<file path="config.mk">
export PLATFORM = sky130hd
export DESIGN_NAME = load_writeback_unit
export DESIGN_NICKNAME = d
export VERILOG_FILES = /design/src/rtl/load_writeback_unit.sv
export SDC_FILE = /design/constraint.sdc
export NUM_CORES = 1
export LEC_CHECK = 0
export BUFFER_PORTS_ARGS = -buffer_cell sky130_fd_sc_hd__buf_4
export CELL_PAD_IN_SITES_DETAIL_PLACEMENT = 1
export CELL_PAD_IN_SITES_GLOBAL_PLACEMENT = 1
export CORE_UTILIZATION = 38
export CTS_CLUSTER_DIAMETER = 150
export DETAILED_ROUTE_END_ITERATION = 10
export GPL_ROUTABILITY_DRIVEN = 1
export GPL_TIMING_DRIVEN = 0
export HOLD_SLACK_MARGIN = 0.05
export MAX_ROUTING_LAYER = met4
export PLACE_DENSITY = 0.8
export SYNTH_ARGS = -nofsm -noshare
export SYNTH_HDL_FRONTEND = slang
export SYNTH_SLANG_ARGS = --single-unit
</file>
<file path="constraint.sdc">
create_clock -name clk -period 1.8 [get_ports clk]
set_input_delay 0.36 -clock clk [delete_from_list [all_inputs] [get_ports clk]]
set_output_delay 0.36 -clock clk [all_outputs]
set_load 0.05 [all_outputs]
</file>
<file path="src/rtl/load_writeback_unit.sv">
// Load/writeback unit: accepts one RV32I load, reads the word from memory with an
// ack/timeout handshake, extracts and extends the byte/half/word, then writes it back.
module load_writeback_unit #(
    parameter int unsigned XLEN    = 32,
    parameter int unsigned TIMEOUT = 16
) (
    input  logic            clk,
    input  logic            rst,
    input  logic            ld_valid,
    output logic            ld_ready,
    input  logic [XLEN-1:0] ld_addr,
    input  logic [2:0]      ld_funct3,
    input  logic [4:0]      ld_rd,
    output logic            mem_req,
    output logic [XLEN-1:0] mem_addr,
    input  logic            mem_ack,
    input  logic [XLEN-1:0] mem_rdata,
    output logic            rf_we,
    output logic [4:0]      rf_rd,
    output logic [XLEN-1:0] rf_data,
    output logic            busy,
    output logic            misaligned,
    output logic            timeout
);

    localparam int unsigned CntW = $clog2(TIMEOUT + 1);

    typedef enum logic [1:0] {StIdle, StReq, StWb} state_e;

    state_e          state_q, state_d;
    logic [CntW-1:0] cnt_q, cnt_d;
    logic [XLEN-1:0] addr_q;
    logic [2:0]      funct3_q;
    logic [4:0]      rd_q;
    logic [XLEN-1:0] rf_data_q;
    logic [4:0]      rf_rd_q;
    logic            mis_q, to_q;

    logic            accept, ld_err, timed_out;
    logic [7:0]      byte_sel;
    logic [15:0]     half_sel;
    logic [XLEN-1:0] ext;

    assign ld_ready  = rst && (state_q == StIdle);
    assign accept    = ld_valid && ld_ready;
    // cnt_q holds the number of REQ cycles already completed before this one
    assign timed_out = (cnt_q == CntW'(TIMEOUT - 1));

    always_comb begin
        ld_err = 1'b0;
        unique case (ld_funct3)
            3'b000, 3'b100: ld_err = 1'b0;
            3'b001, 3'b101: ld_err = ld_addr[0];
            3'b010:         ld_err = (ld_addr[1:0] != 2'b00);
            default:        ld_err = 1'b1;
        endcase
    end

    assign byte_sel = mem_rdata[{addr_q[1:0], 3'b000} +: 8];
    assign half_sel = mem_rdata[{addr_q[1], 4'b0000} +: 16];

    always_comb begin
        ext = mem_rdata;
        unique case (funct3_q)
            3'b000:  ext = {{(XLEN - 8){byte_sel[7]}}, byte_sel};
            3'b001:  ext = {{(XLEN - 16){half_sel[15]}}, half_sel};
            3'b100:  ext = {{(XLEN - 8){1'b0}}, byte_sel};
            3'b101:  ext = {{(XLEN - 16){1'b0}}, half_sel};
            default: ext = mem_rdata;
        endcase
    end

    always_comb begin
        state_d = state_q;
        cnt_d   = cnt_q;
        unique case (state_q)
            StIdle: begin
                if (accept && !ld_err) begin
                    state_d = StReq;
                    cnt_d   = '0;
                end
            end
            StReq: begin
                cnt_d = cnt_q + CntW'(1);
                if (mem_ack) begin
                    state_d = StWb;
                end else if (timed_out) begin
                    state_d = StIdle;
                end
            end
            StWb:    state_d = StIdle;
            default: state_d = StIdle;
        endcase
    end

    always_ff @(posedge clk or negedge rst) begin
        if (!rst) begin
            state_q   <= StIdle;
            cnt_q     <= '0;
            addr_q    <= '0;
            funct3_q  <= '0;
            rd_q      <= '0;
            rf_data_q <= '0;
            rf_rd_q   <= '0;
            mis_q     <= 1'b0;
            to_q      <= 1'b0;
        end else begin
            state_q <= state_d;
            cnt_q   <= cnt_d;
            mis_q   <= accept && ld_err;
            to_q    <= (state_q == StReq) && !mem_ack && timed_out;
            if (accept) begin
                addr_q   <= ld_addr;
                funct3_q <= ld_funct3;
                rd_q     <= ld_rd;
            end
            if ((state_q == StReq) && mem_ack) begin
                rf_data_q <= ext;
                rf_rd_q   <= rd_q;
            end
        end
    end

    assign busy       = (state_q != StIdle);
    assign mem_req    = (state_q == StReq);
    assign mem_addr   = mem_req ? {addr_q[XLEN-1:2], 2'b00} : '0;
    // rd 0 still walks through WB but must never reach the register file
    assign rf_we      = (state_q == StWb) && (rd_q != 5'd0);
    assign rf_rd      = rf_rd_q;
    assign rf_data    = rf_data_q;
    assign misaligned = mis_q;
    assign timeout    = to_q;

endmodule

</file>
* After elaboration in Yosys (flattened, before gate mapping)
Cells that the tools add are included.
** Operators by class
- Add/sub/neg operators :: 1
- Equal/unequal tests :: 12
- Shift operators :: 2
- Muxes and demuxes :: 9
- Reductions and logical operators :: 21
** Operator list (count)
- $pmux W32 S4 :: 1
- $mux W32 :: 1
- $shiftx A32 B6 Y16 :: 1
- $shiftx A32 B6 Y8 :: 1
- $eq A3 B3 Y1 const B :: 4
- $pmux W5 S2 :: 1
- $logic_and A1 B1 Y1 :: 8
- $eq A3 B1 Y1 const B :: 2
- $logic_not A3 Y1 :: 2
- $mux W2 :: 3
- $reduce_bool A2 Y1 :: 3
- $add A5 B1 Y5 const B :: 1
- $eq A5 B4 Y1 const B :: 1
- $mux W5 :: 1
- $reduce_bool A5 Y1 :: 1
- $pmux W2 S2 :: 1
- $reduce_and A2 Y1 :: 2
- $reduce_or A2 Y1 :: 2
- $eq A3 B2 Y1 const B :: 1
- $ne A3 B1 Y1 const B :: 1
- $pmux W1 S3 :: 1
- $eq A2 B1 Y1 const B :: 1
- $eq A2 B2 Y1 const B :: 1
- $logic_not A1 Y1 :: 2
- other kinds (2) :: 2
** Storage, ports and cells
- Flip-flop bits (word level) :: 86
- Bits of input ports :: 76
- Output and inout port bits :: 75

* Longest topological paths before layout
- Depth after elaboration :: 7
- Gate-level depth with buffers :: 6
- Depth with buffers taken out :: 5

* Least setup slack after synthesis
Ideal clock, no wire load.
- Path kind :: reg2out
- Start point :: reg state_q[1]
- End point :: out mem_addr[22]
- Data arrival time :: 1.868 ns
- Slack :: -0.428 ns
- Cell stages (with the launch flop) :: 5
- Path buffers :: 1
- Path through :: dfrtp_1 > nand2b_1 > inv_1 > clkbuf_1 > and2_1
** Between the ends
- Word-level cells in the longest chain between the ends :: 2
** RTL lines
- from (decl) :: RTL line 30 : state_e state_q, state_d;
- from (signal assigned) :: RTL line 98 : state_q <= StIdle;
- from (signal assigned) :: RTL line 108 : state_q <= state_d;
- $eq A2 B1 Y1 :: RTL line 125 : assign mem_req = (state_q == StReq);
- net mem_req :: RTL line 14 : output logic mem_req,
- $mux W32 :: RTL line 126 : assign mem_addr = mem_req ? {addr_q[XLEN-1:2], 2'b00} : '0;
- to (decl) :: RTL line 15 : output logic [XLEN-1:0] mem_addr,
The timed path passes the listed nets, and every way through them passes these cells.

* Worst setup path in the final report
- Start point :: reg rd_q[0]
- End point :: out rf_we
** Between the ends
- Word-level cells in the longest chain between the ends :: 2
** RTL lines
- from (decl) :: RTL line 34 : logic [4:0] rd_q;
- from (signal assigned) :: RTL line 115 : rd_q <= ld_rd;
- $reduce_bool A5 Y1 :: RTL line 128 : assign rf_we = (state_q == StWb) && (rd_q != 5'd0);
- $logic_and A1 B1 Y1 :: RTL line 128
- to (decl) :: RTL line 18 : output logic rf_we,
No other way between the ends.

==> results.sh <==
export IMPL_status="complete, but fails checks"
export IMPL_violations="hold timing, setup timing"
export IMPL_netlist_area_sq_um=4109
export IMPL_grt_use_total=0.2641
export IMPL_overflow=0
export IMPL_ys_ff_latch=86
export IMPL_finalSetupTns_ns=-3.644
export IMPL_rr_endpoint="cnt_q[0]$_DFFE_PN0P_"
export IMPL_internal_power_mw=4.881
export IMPL_final_util=0.5971
export IMPL_clkPwrFrac=0.181
export IMPL_cts_root_buffer="clkbuf_8"
export IMPL_setup_ws_ns=-0.2275
export IMPL_switching_share=0.4454
export IMPL_finalMaxSlewViolations=0
export IMPL_power_frac_seq=0.342
export IMPL_period_share=1.126
export IMPL_yosysUniqueCellTypes=41
export IMPL_route_antenna_remaining_nets=0
export IMPL_initial_utilization=0.3945
export IMPL_reg2regPathDepth=6
export IMPL_nFillCells=1096
export IMPL_hold_path_class="input pin to async pin"
export IMPL_place_gp_congestion=0.8589
export IMPL_power_density_nw_per_um2=1415
export IMPL_crit_required_ns=1.44
export IMPL_grt_pass1_vias=4022
export IMPL_critPathLaunch="rd_q[0]$_DFFE_PN0P_"
export IMPL_drt_pass1_iter_count=4
export IMPL_min_period_ns=2.028
export IMPL_io_pins=151
export IMPL_die_area_sq_um=11230
export IMPL_async_flop_share=1.000
export IMPL_end_kind="output pin"
export IMPL_wl_microns=14170
export IMPL_r2r_start="state_q[1]$_DFFE_PN0P_"
export IMPL_cp_max_fo=2
export IMPL_grt_pass1_wl_microns=21740
export IMPL_seq_area_frac_synth=0.5238
export IMPL_core_area_sq_um=10420
export IMPL_regArea_sq_um=2153
export IMPL_antenna_found_initial=0
export IMPL_yosys_warnings=0
export IMPL_r2r_slack_ns=-0.08
export IMPL_drc_errors=0
export IMPL_drive_gt1_frac=0.5580
export IMPL_syn_mean_instance_area_sq_um=11.32
export IMPL_synthToLayoutAreaGrowth_pct=51.37
export IMPL_wl_per_cell_microns=20.87
export IMPL_setup_viol_count_final=74
export IMPL_vias=3644
export IMPL_start_kind="flip-flop"
export IMPL_hold_viol=86
export IMPL_clk_path_buf_depth=2
export IMPL_max_freq_mhz=493.2
export IMPL_pwr_share_comb=0.477
export IMPL_ir_drop_mv=0.8659
export IMPL_fp_row_count=37
export IMPL_crit_end="rf_we"
export IMPL_cts_clk_slew_worst_paths_ns=0.10
export IMPL_numPortBuffers=148
export IMPL_clkLatencyLatePin_ns=0.36
export IMPL_grt_max_degree=89
export IMPL_arrival_ns=1.67
export IMPL_rsz0062_at_grt="true"
export IMPL_cts_tree="built"
export IMPL_synth_edff_count=0
export IMPL_hold_slack_ns=-0.1370
export IMPL_slew_headroom=0.6467
export IMPL_cts_buffers=9
export IMPL_cap_violations=0
export IMPL_dpl_hpwl_microns=9399
export IMPL_die_height_microns=106.0
export IMPL_p_leak_nw=2.827
export IMPL_dr_first_iter_drc_count=136
export IMPL_crit_type="flip-flop to output pin"
export IMPL_ys_top_cells_by_area="dfrtp_1 (52%), mux2_2 (12%), and2_1 (4.9%), o211ai_1 (2.9%), a211oi_1 (2.6%)"
export IMPL_diodes=0
export IMPL_synth_flop_cell="dfrtp_1"
export IMPL_viasPerCell=5.367
export IMPL_skew_ns=0.007980
export IMPL_final_cell_mix="buf_4 (131), dfrtp_1 (85), mux2_2 (44), buf_8 (36), and2_4 (31)"
export IMPL_synth_cells=363
export IMPL_final_nets=616
export IMPL_clock_sinks=86
export IMPL_synth_area_leader_cell="dfrtp_1"
export IMPL_synth_top_area_share=0.5238
export IMPL_worst_pin_slew_ns=0.5300
export IMPL_final_common_cell="buf_4"
export IMPL_ctsHtreeMaxLevel=3
export IMPL_multi_input_comb_area_sq_um=1929
export IMPL_die_w_microns=106.0
export IMPL_p_switching_mw=3.920
## worst min-delay path by stage
stage,start,endpoint,slack (ns),cells after the start
global route,rst,addr_q[8]$_DFFE_PN0P_,-0.05,1
finish,rst,addr_q[13]$_DFFE_PN0P_,-0.14,1
floorplan,rst,addr_q[0]$_DFFE_PN0P_,0.06,0
global placement,rf_rd[3]$_DFFE_PN0P_,rf_rd[3]$_DFFE_PN0P_,0.46,2
CTS,rst,addr_q[8]$_DFFE_PN0P_,-0.06,1
detailed placement,rf_rd[3]$_DFFE_PN0P_,rf_rd[3]$_DFFE_PN0P_,0.46,2
## cells in the mapped netlist, types with 2 or more instances
master,count
buf_4,3
buf_2,11
nand2b_1,2
nand3b_1,10
inv_1,4
clkbuf_1,13
nor2_1,5
a211oi_1,14
a21oi_1,19
nor3b_1,3
dfrtp_1,86
o21ai_0,16
o211ai_1,16
o2bb2ai_1,8
nor2b_1,2
and2_1,32
nand2_1,26
o31ai_1,8
a22o_1,2
mux2i_1,9
o21ai_2,10
mux2_2,44
ha_1,2
## sequential cells by signal, summed over array words and instances, names as in the netlist
name        cells
timeout         1
cnt_q           5
addr_q         32
rf_data        32
misaligned      1
state_q         2
funct3_q        3
rf_rd           5
rd_q            5
## per-stage QoR
stage | hold WS (ns) | power [mW] | std cells | setup WS [ns] | instance area, sq um
floorplan | 0.06441 | 5.575 | 364 | -0.05201 | 4134
global placement | 0.4626 | 6.789 | 648 | -0.8281 | 5415
detailed placement | 0.4640 | 6.921 | 648 | -0.9088 | 5415
CTS | -0.06148 | 8.755 | 678 | -0.2339 | 6157
global route | -0.05449 | 9.179 | 679 | -0.2813 | 6220
finish | -0.1370 | 8.801 | 679 | -0.2275 | 6220
## critical path, cell delays in order, from the launching register on
cell and delay [ns]:
dfrtp_1 0.41, or4_4 0.54, nor2_2 0.13, nor3b_2 0.07, buf_6 0.15
## kinds of logic after synthesis
family | share of synthesized area
compound gates | 0.1654
xor+xnor | 0.002132
fa+ha+maj | 0.006089
buf+inv | 0.03715
flops | 0.5238
mux | 0.1425
other cells | 0.0009126
simple gates | 0.1221
## power by group through the flow
stage,Combinational [mW],Sequential (mW),Clock [mW]
final,4.20,3.01,1.59
after global placement,3.82,2.97,0
after global routing,4.41,3.09,1.69
after floorplan,1.27,4.30,0
after CTS,4.15,2.99,1.61
after detailed placement,3.91,3.01,0
## metal layers
layer	vias up	part of all wire	track usage	wire, microns
li1	1654	-	-	-
met1	1826	0.41	0.3185	5778
met2	120	0.51	0.4267	7216
met3	44	0.038	0.04108	537
met4	0	0.045	0.1429	642
met5	-	0	-	0
## repair_timing
action | in CTS | in global routing
endpoints found under the setup margin | 95 | 103
hold endpoints to repair | 86 | 86
cloned | 3 | 0
resized for setup | 125 | 27
pin swaps | 30 | 1
setup buffers | 11 | 1
## final cells by class
class	count	area share
inverters	4	0.004426
plain buffers	28	0.03138
clock inverters	7	0.01690
flip-flops and latches	86	0.3462
multi-input cells	246	0.3102
repair buffers	163	0.2436
clock buffers	9	0.01992
well taps	136	0.02736
Power figures use the tool's default switching activity.
